## src/rtl/round_sequencer.sv

```systemverilog
// Round controller for the gold-miner game: arms and runs the countdown timer,
// gates hook launches, and decides level advance, win or loss at time-out.
module round_sequencer #(
    parameter int NUM_LEVELS  = 4,
    parameter int SCORE_W     = 12,
    parameter int TARGET_BASE = 100,
    parameter int TARGET_STEP = 50
) (
    input  logic               clk,
    input  logic               resetn,
    input  logic               start,
    input  logic               pause,
    input  logic               time_up,
    input  logic               hook_busy,
    input  logic [SCORE_W-1:0] score,
    output logic               timer_enable,
    output logic               time_resetn,
    output logic               move_enable,
    output logic               score_clear,
    output logic               level_pass,
    output logic [2:0]         level,
    output logic [SCORE_W-1:0] target,
    output logic               game_win,
    output logic               game_over,
    output logic [2:0]         state
);

    typedef enum logic [2:0] {
        S_IDLE   = 3'd0,
        S_ARM    = 3'd1,
        S_PLAY   = 3'd2,
        S_PAUSE  = 3'd3,
        S_SETTLE = 3'd4,
        S_CHECK  = 3'd5,
        S_WIN    = 3'd6,
        S_LOSE   = 3'd7
    } state_t;

    localparam int         TW         = SCORE_W + 4;
    localparam logic [2:0] LAST_LEVEL = 3'(NUM_LEVELS - 1);

    // Widened sum so a large base or step saturates instead of wrapping.
    function automatic logic [SCORE_W-1:0] level_target(input logic [2:0] lvl);
        logic [TW-1:0] sum;
        sum = TW'(TARGET_BASE) + TW'(lvl) * TW'(TARGET_STEP);
        if (|sum[TW-1:SCORE_W])
            return '1;
        return sum[SCORE_W-1:0];
    endfunction

    state_t state_q;
    state_t state_d;
    logic   level_clr;
    logic   level_inc;

    // NOTE: every signal driven here gets a default first, so no path leaves
    // a value unassigned and no latch is inferred.
    always_comb begin
        state_d   = state_q;
        level_clr = 1'b0;
        level_inc = 1'b0;
        case (state_q)
            S_IDLE, S_WIN, S_LOSE: begin
                if (start) begin
                    state_d   = S_ARM;
                    level_clr = 1'b1;
                end
            end
            S_ARM:   state_d = S_PLAY;
            S_PLAY: begin
                if (time_up)
                    state_d = S_SETTLE;
                else if (pause)
                    state_d = S_PAUSE;
            end
            S_PAUSE: begin
                if (pause)
                    state_d = S_PLAY;
            end
            S_SETTLE: begin
                if (!hook_busy)
                    state_d = S_CHECK;
            end
            S_CHECK: begin
                if (score >= target) begin
                    if (level == LAST_LEVEL) begin
                        state_d = S_WIN;
                    end else begin
                        state_d   = S_ARM;
                        level_inc = 1'b1;
                    end
                end else begin
                    state_d = S_LOSE;
                end
            end
        endcase
    end

    // NOTE: sequential state uses non-blocking assignments so every flop
    // samples pre-edge values regardless of block evaluation order.
    always_ff @(posedge clk or negedge resetn) begin
        if (!resetn)
            state_q <= S_IDLE;
        else
            state_q <= state_d;
    end

    // Outputs decode the next state so they switch on the same edge as state.
    always_ff @(posedge clk or negedge resetn) begin
        if (!resetn) begin
            level        <= 3'd0;
            target       <= level_target(3'd0);
            timer_enable <= 1'b0;
            move_enable  <= 1'b0;
            time_resetn  <= 1'b0;
            score_clear  <= 1'b0;
            level_pass   <= 1'b0;
            game_win     <= 1'b0;
            game_over    <= 1'b0;
        end else begin
            if (level_clr)
                level <= 3'd0;
            else if (level_inc)
                level <= level + 3'd1;
            target       <= level_target(level);
            timer_enable <= (state_d == S_PLAY);
            move_enable  <= (state_d == S_PLAY);
            time_resetn  <= !((state_d == S_IDLE) || (state_d == S_ARM));
            score_clear  <= level_clr;
            level_pass   <= level_inc;
            game_win     <= (state_d == S_WIN);
            game_over    <= (state_d == S_LOSE);
        end
    end

    assign state = state_q;

endmodule

```

## config.mk

```make
export PLATFORM = sky130hd
export DESIGN_NAME = round_sequencer
export DESIGN_NICKNAME = d
export VERILOG_FILES = /design/src/rtl/round_sequencer.sv
export SDC_FILE = /design/constraint.sdc
export NUM_CORES = 1
export LEC_CHECK = 0
export CORE_MARGIN = 10
export CORE_UTILIZATION = 40
export DETAILED_ROUTE_END_ITERATION = 16
export PLACE_DENSITY = 0.71
export SETUP_SLACK_MARGIN = 0.5
export SLEW_MARGIN = 40
export SYNTH_ARGS = -nofsm -noshare
export SYNTH_HDL_FRONTEND = slang
export SYNTH_SLANG_ARGS = --single-unit
```

## constraint.sdc

```tcl
create_clock -name clk -period 2.7 [get_ports clk]
set_input_delay 0.675 -clock clk [delete_from_list [all_inputs] [get_ports clk]]
set_output_delay 0.675 -clock clk [all_outputs]
set_load 0.005 [all_outputs]
```

==> After elaboration in Yosys (flattened, before gate mapping) <==
Cells that the tools add are included.
Widths: inputs -> output; s select.
{ "word_totals": {"reg_bits": 24, "out_inout_bits": 25, "elab_cells": 50} }
{ "classes": {"addsub": 2, "mul": 1, "n_lt_le_gt_ge": 1, "eq_ne": 12, "n_mux": 18, "reduce_logical": 7} }
{ "ops": {"columns": ["cell", "count"], "rows": [
  ["$mux 3", 9],
  ["$mux 12", 2],
  ["$eq 3x3->1 const B", 6],
  ["$pmux 3 s6", 1],
  ["$eq 3x2->1 const B", 4],
  ["$ge 12x12->1", 1],
  ["$add 7x9->10 const A", 1],
  ["$mul 3x5->8 const B", 1],
  ["$eq 3x1->1 const B", 2],
  ["$logic_not 3->1", 2],
  ["$mux 1", 6],
  ["$reduce_or 4->1 const A", 1],
  ["$add 3x1->3 const B", 1],
  ["$reduce_or 3->1", 1],
  ["$reduce_bool 2->1", 1],
  ["$logic_not 1->1", 1],
  ["$logic_or 1x1->1", 1]
]} }

==> Logic depth before layout (Yosys ltp) <==
{ "logic_depth": {"depth_word": 7, "mapped_depth": 9, "ltp_nobuf": 9} }

==> Worst setup path before layout <==
OpenSTA, ideal clock, no wires.
{ "synth_path": {"path_kind": "input port to flip-flop", "start": "input score[9]", "end": "register game_over", "arrival_time_ns": 2.093, "required_ns": 2.614, "setup_slack_ns": 0.521, "path_stages": 7, "n_path_buf": 0, "path_cell_list": "ha_1 -> a2111oi_0 -> o21ai_1 -> nor2_2 -> and2_4 -> o311ai_4 -> nor3_1"} }
{ "synth_via": {"elab_chain_len": 4} }
{ "synth_rtl": {"columns": ["item", "line_no", "source"], "rows": [
  ["start, declared", "15", "input logic [SCORE_W-1:0] score,"],
  ["$ge 12x12->1", "85", "if (score >= target) begin"],
  ["$mux 3", "85", null],
  ["$pmux 3 s6", "62", "case (state_q)"],
  ["$eq 3x3->1", "132", "game_over <= (state_d == S_LOSE);"],
  ["end signal, assigned", "132", null],
  ["end, declared", "24", "output logic game_over,"]
]} }
Every way passes these cells.
A chain may end at the register's enable or synchronous reset.

==> Worst setup path after layout <==
{ "layout_path": {"start": "input score[6]", "end": "register time_resetn"} }
{ "layout_via": {"elab_chain_len": 6, "word_cells_on_any_way": 7, "classes_between": "order compare: 1; eq/ne: 1; mux: 2; reduce/logical: 3"} }
{ "layout_rtl": {"columns": ["item", "line_no", "source"], "rows": [
  ["$ge 12x12->1 (*)", "85", null],
  ["$mux 3 (*)", "85", null],
  ["$pmux 3 s6 (*)", "62", null],
  ["$eq 3x1->1 / $logic_not 3->1 (equally long branches)", "128", "time_resetn <= !((state_d == S_IDLE) || (state_d == S_ARM));"],
  ["$logic_or 1x1->1 (*)", "128", null],
  ["$logic_not 1->1 (*)", "128", null],
  ["end signal, assigned", "128", null],
  ["end, declared", "17", "output logic time_resetn,"]
]} }
Every way passes the cells marked *; elsewhere a longest branch is shown, timed or not.

==> results.txt <==
Register area share after synthesis: 0.404
Synth-to-layout area growth: 43.1%
Slowest-stage cell, CP: o311ai_4
Max_cap viols: 0
Layout cells sized above 1: 0.214
Clock Root Buffer: clkbuf_4
Asr flop ratio synth: 1.00
Main synth FF type: dfrtp_1
Clk sinks: 21
Clk_lat worst skew: 0.29 ns
Reg clk slew, reported paths: 0.11 ns
Final TNS setup: 0 ns
Total CTS buffers: 3
Routability Congestion: 0.766
Worst Path Buf+Inv: 2
Total grt overflow: 0
GRT Overall Usage: 0.109
RSZ-0062 raised after global routing: false
I/O Buffers: 39
Final-layout fill cell count: 268
Drt drc: 0
DR vias/cell: 4.87
Pre-CTS WS: -0.0450 ns
Initial core utilization: 0.423
Max Clk Rate: 464 MHz
Largest net degree at the start of global routing: 22
CP peak stage delay: 0.38 ns
Avg WL per Cell: 15.7 um
Worst path cell trace: dlygate4sd2_1 -> ha_4 -> nand4_1 -> nor2_4 -> o21ai_4 -> and2_4 -> buf_6 -> o311ai_4 -> nand2_1
PwrDens: 873 mW/mm2
Post-route ant nets: 0
Leakage power: 0.857 nW
# diodes: 0
YS warnings: 0
Final cell count without fillers: 212
DR vias: 1033
DR iter-0 viols: 78
Top delay family on crit path: simple AND/OR/NAND/NOR gates
Maximum vdd drop: 484 uV
Final Max Slew Viols: 0
Final hold violations: 0
First-pass GRT wire length: 5370 um
Hold buffers post-CTS: 0
Vias in the first global route: 1083
# rows: 20
Final HPWL from detailed placement: 2590 um
#FFs+latches synth: 21
Maximum fanout along the worst path: 5
# setup viols final: 0
Initial antenna violation count: 0
Fin nets: 203
CP Class: input port to flip-flop
Syn Std Cell Area: 0.00131 mm2
IO Pins: 43
Worst Slack Setup Final: 0.545 ns
EDFF count, synth: 0
Die ar.: 0.00597 mm2
Minimum clock period: 2.15 ns
Routed WL: 3330 um
CP required: 2.87 ns
Synth cell types: 40
Chip width: 77.3 um
Worst Setup End Kind: flip-flop
WP data arrival: 2.33 ns
1st-pass router iterations: 4
Placed Cells: 207
CTS H-tree depth: 1
Cells after synthesis: 128
Hold Path Class: flip-flop to flip-flop
Max Clock Skew: 0.0106 ns
Setup crit start kind: input port
CTS tree: built
Area of the core: 0.00310 mm2
Die Ht: 77.3 um
Syn Area/Cell: 10.2 um2
Final period util: 0.798
Longest Clk Path Bufs: 2
Outcome: completed
placed cells by master (no fill, tap or decap), types with 2 or more instances in the layout:
master            n
clkbuf_2          2
dfrtp_1          16
nand3_1           3
nor2_4            2
ha_4              5
dfstp_2           3
a21oi_1           6
dlygate4sd2_1     7
conb_1            3
clkdlybuf4s15_1   2
clkbuf_4          3
xor2_1            5
nor3_1            3
dfrtp_2           2
ha_1             11
nor3_2            2
a21o_1            2
nor2b_1           2
o21ai_0           3
clkdlybuf4s50_1  28
nand2_1           6
inv_1            18
nor2_1            5
sequential cells by signal (all words and copies together) (netlist names):
name and count:
game_over 1, target 9, game_win 1, level_pass 1
time_resetn 1, score_clear 1, state 3, move_enable 1
level 3
path summary, 6_finish.rpt:
check / start / endpoint / slack, ns / depth (start not counted)
max reg2reg: target[6] / time_resetn / 0.59 / 9
min in group asynchronous: resetn / target[1] / 0.70 / 2
max: score[6] / time_resetn / 0.55 / 9
min: level[0] / target[1] / 0.58 / 0
min reg2reg: level[0] / target[1] / 0.58 / 0
max in group asynchronous: resetn / target[2] / 1.72 / 2
worst register-to-register path, stage by stage (launching register included):
cell and delay [ns]:
dfstp_2 0.54, inv_1 0.07, ha_4 0.28, nand4_1 0.13, nor2_4 0.13, o21ai_4 0.08
and2_4 0.16, buf_6 0.11, o311ai_4 0.38, nand2_1 0.12
layer usage:
metal / vias up / share of wire / track usage
met5: - / 0 / 0
met4: 0 / 0.017 / 0.0493
met3: 4 / 0.037 / 0.0186
met2: 22 / 0.52 / 0.185
met1: 501 / 0.42 / 0.130
li1: 506 / - / -
where the power goes:
| group | internal (mW) | switching [mW] | leakage (nW) |
|---|---|---|---|
| clock network | 0.0551 | 0.0872 | 0.0177 |
| logic | 0.474 | 0.453 | 0.573 |
| registers | 0.440 | 0.130 | 0.267 |
| total | 0.969 | 0.670 | 0.857 |
cell type report:
cell class	instances	area, um2	area share
inverter	19	71.3	0.0380
clock inverter	1	5.00	0.00267
timing repair buffer	41	390	0.208
tap	44	55.1	0.0293
clock buffer	3	22.5	0.0120
sequential	21	532	0.283
multi-input combinational	83	801	0.427
timing repair:
item	4_1_cts	5_1_grt
endpoints found under the setup margin	9	9
setup buffers	1	0
gates resized for setup	25	14
pin swaps	21	11
kinds of logic (layout without fill, tap and decap cells):
group	after synthesis	in the layout	share of synthesized area
buf+inv	26	64	0.0878
simple gates	32	32	0.138
mux	1	1	0.00763
xor+xnor	6	6	0.0401
compound gates	25	25	0.167
flops	21	21	0.404
fa+ha+maj	16	16	0.153
other cells	1	3	0.00286
cells in the mapped netlist, types with 2 or more instances:
cell / n / share of area
a21oi_1: 7 / 0.027
a21o_1: 2 / 0.011
xor2_1: 5 / 0.033
dfstp_2: 3 / 0.060
inv_1: 19 / 0.054
buf_2: 2 / 0.0076
ha_1: 16 / 0.15
nor2b_1: 2 / 0.0095
o21ai_0: 4 / 0.015
nand3_1: 3 / 0.011
nor3_1: 5 / 0.019
buf_4: 4 / 0.023
dfrtp_1: 18 / 0.34
nand2_1: 6 / 0.017
a211oi_1: 2 / 0.011
nor2_1: 6 / 0.017
metrics by stage:
| step | hold slack [ns] | utilization | power, mW | area (um2) |
|---|---|---|---|---|
| finish | 0.578 | 0.605 | 1.64 | 1880 |
| global route | 0.605 | 0.605 | 1.78 | 1880 |
| CTS | 0.584 | 0.588 | 1.60 | 1830 |
| detailed placement | 0.567 | 0.557 | 1.42 | 1730 |
| global placement | 0.544 | 0.557 | 1.38 | 1730 |
| floorplan | 0.379 | - | 1.04 | 1320 |
(Power assumes the default switching activity.)
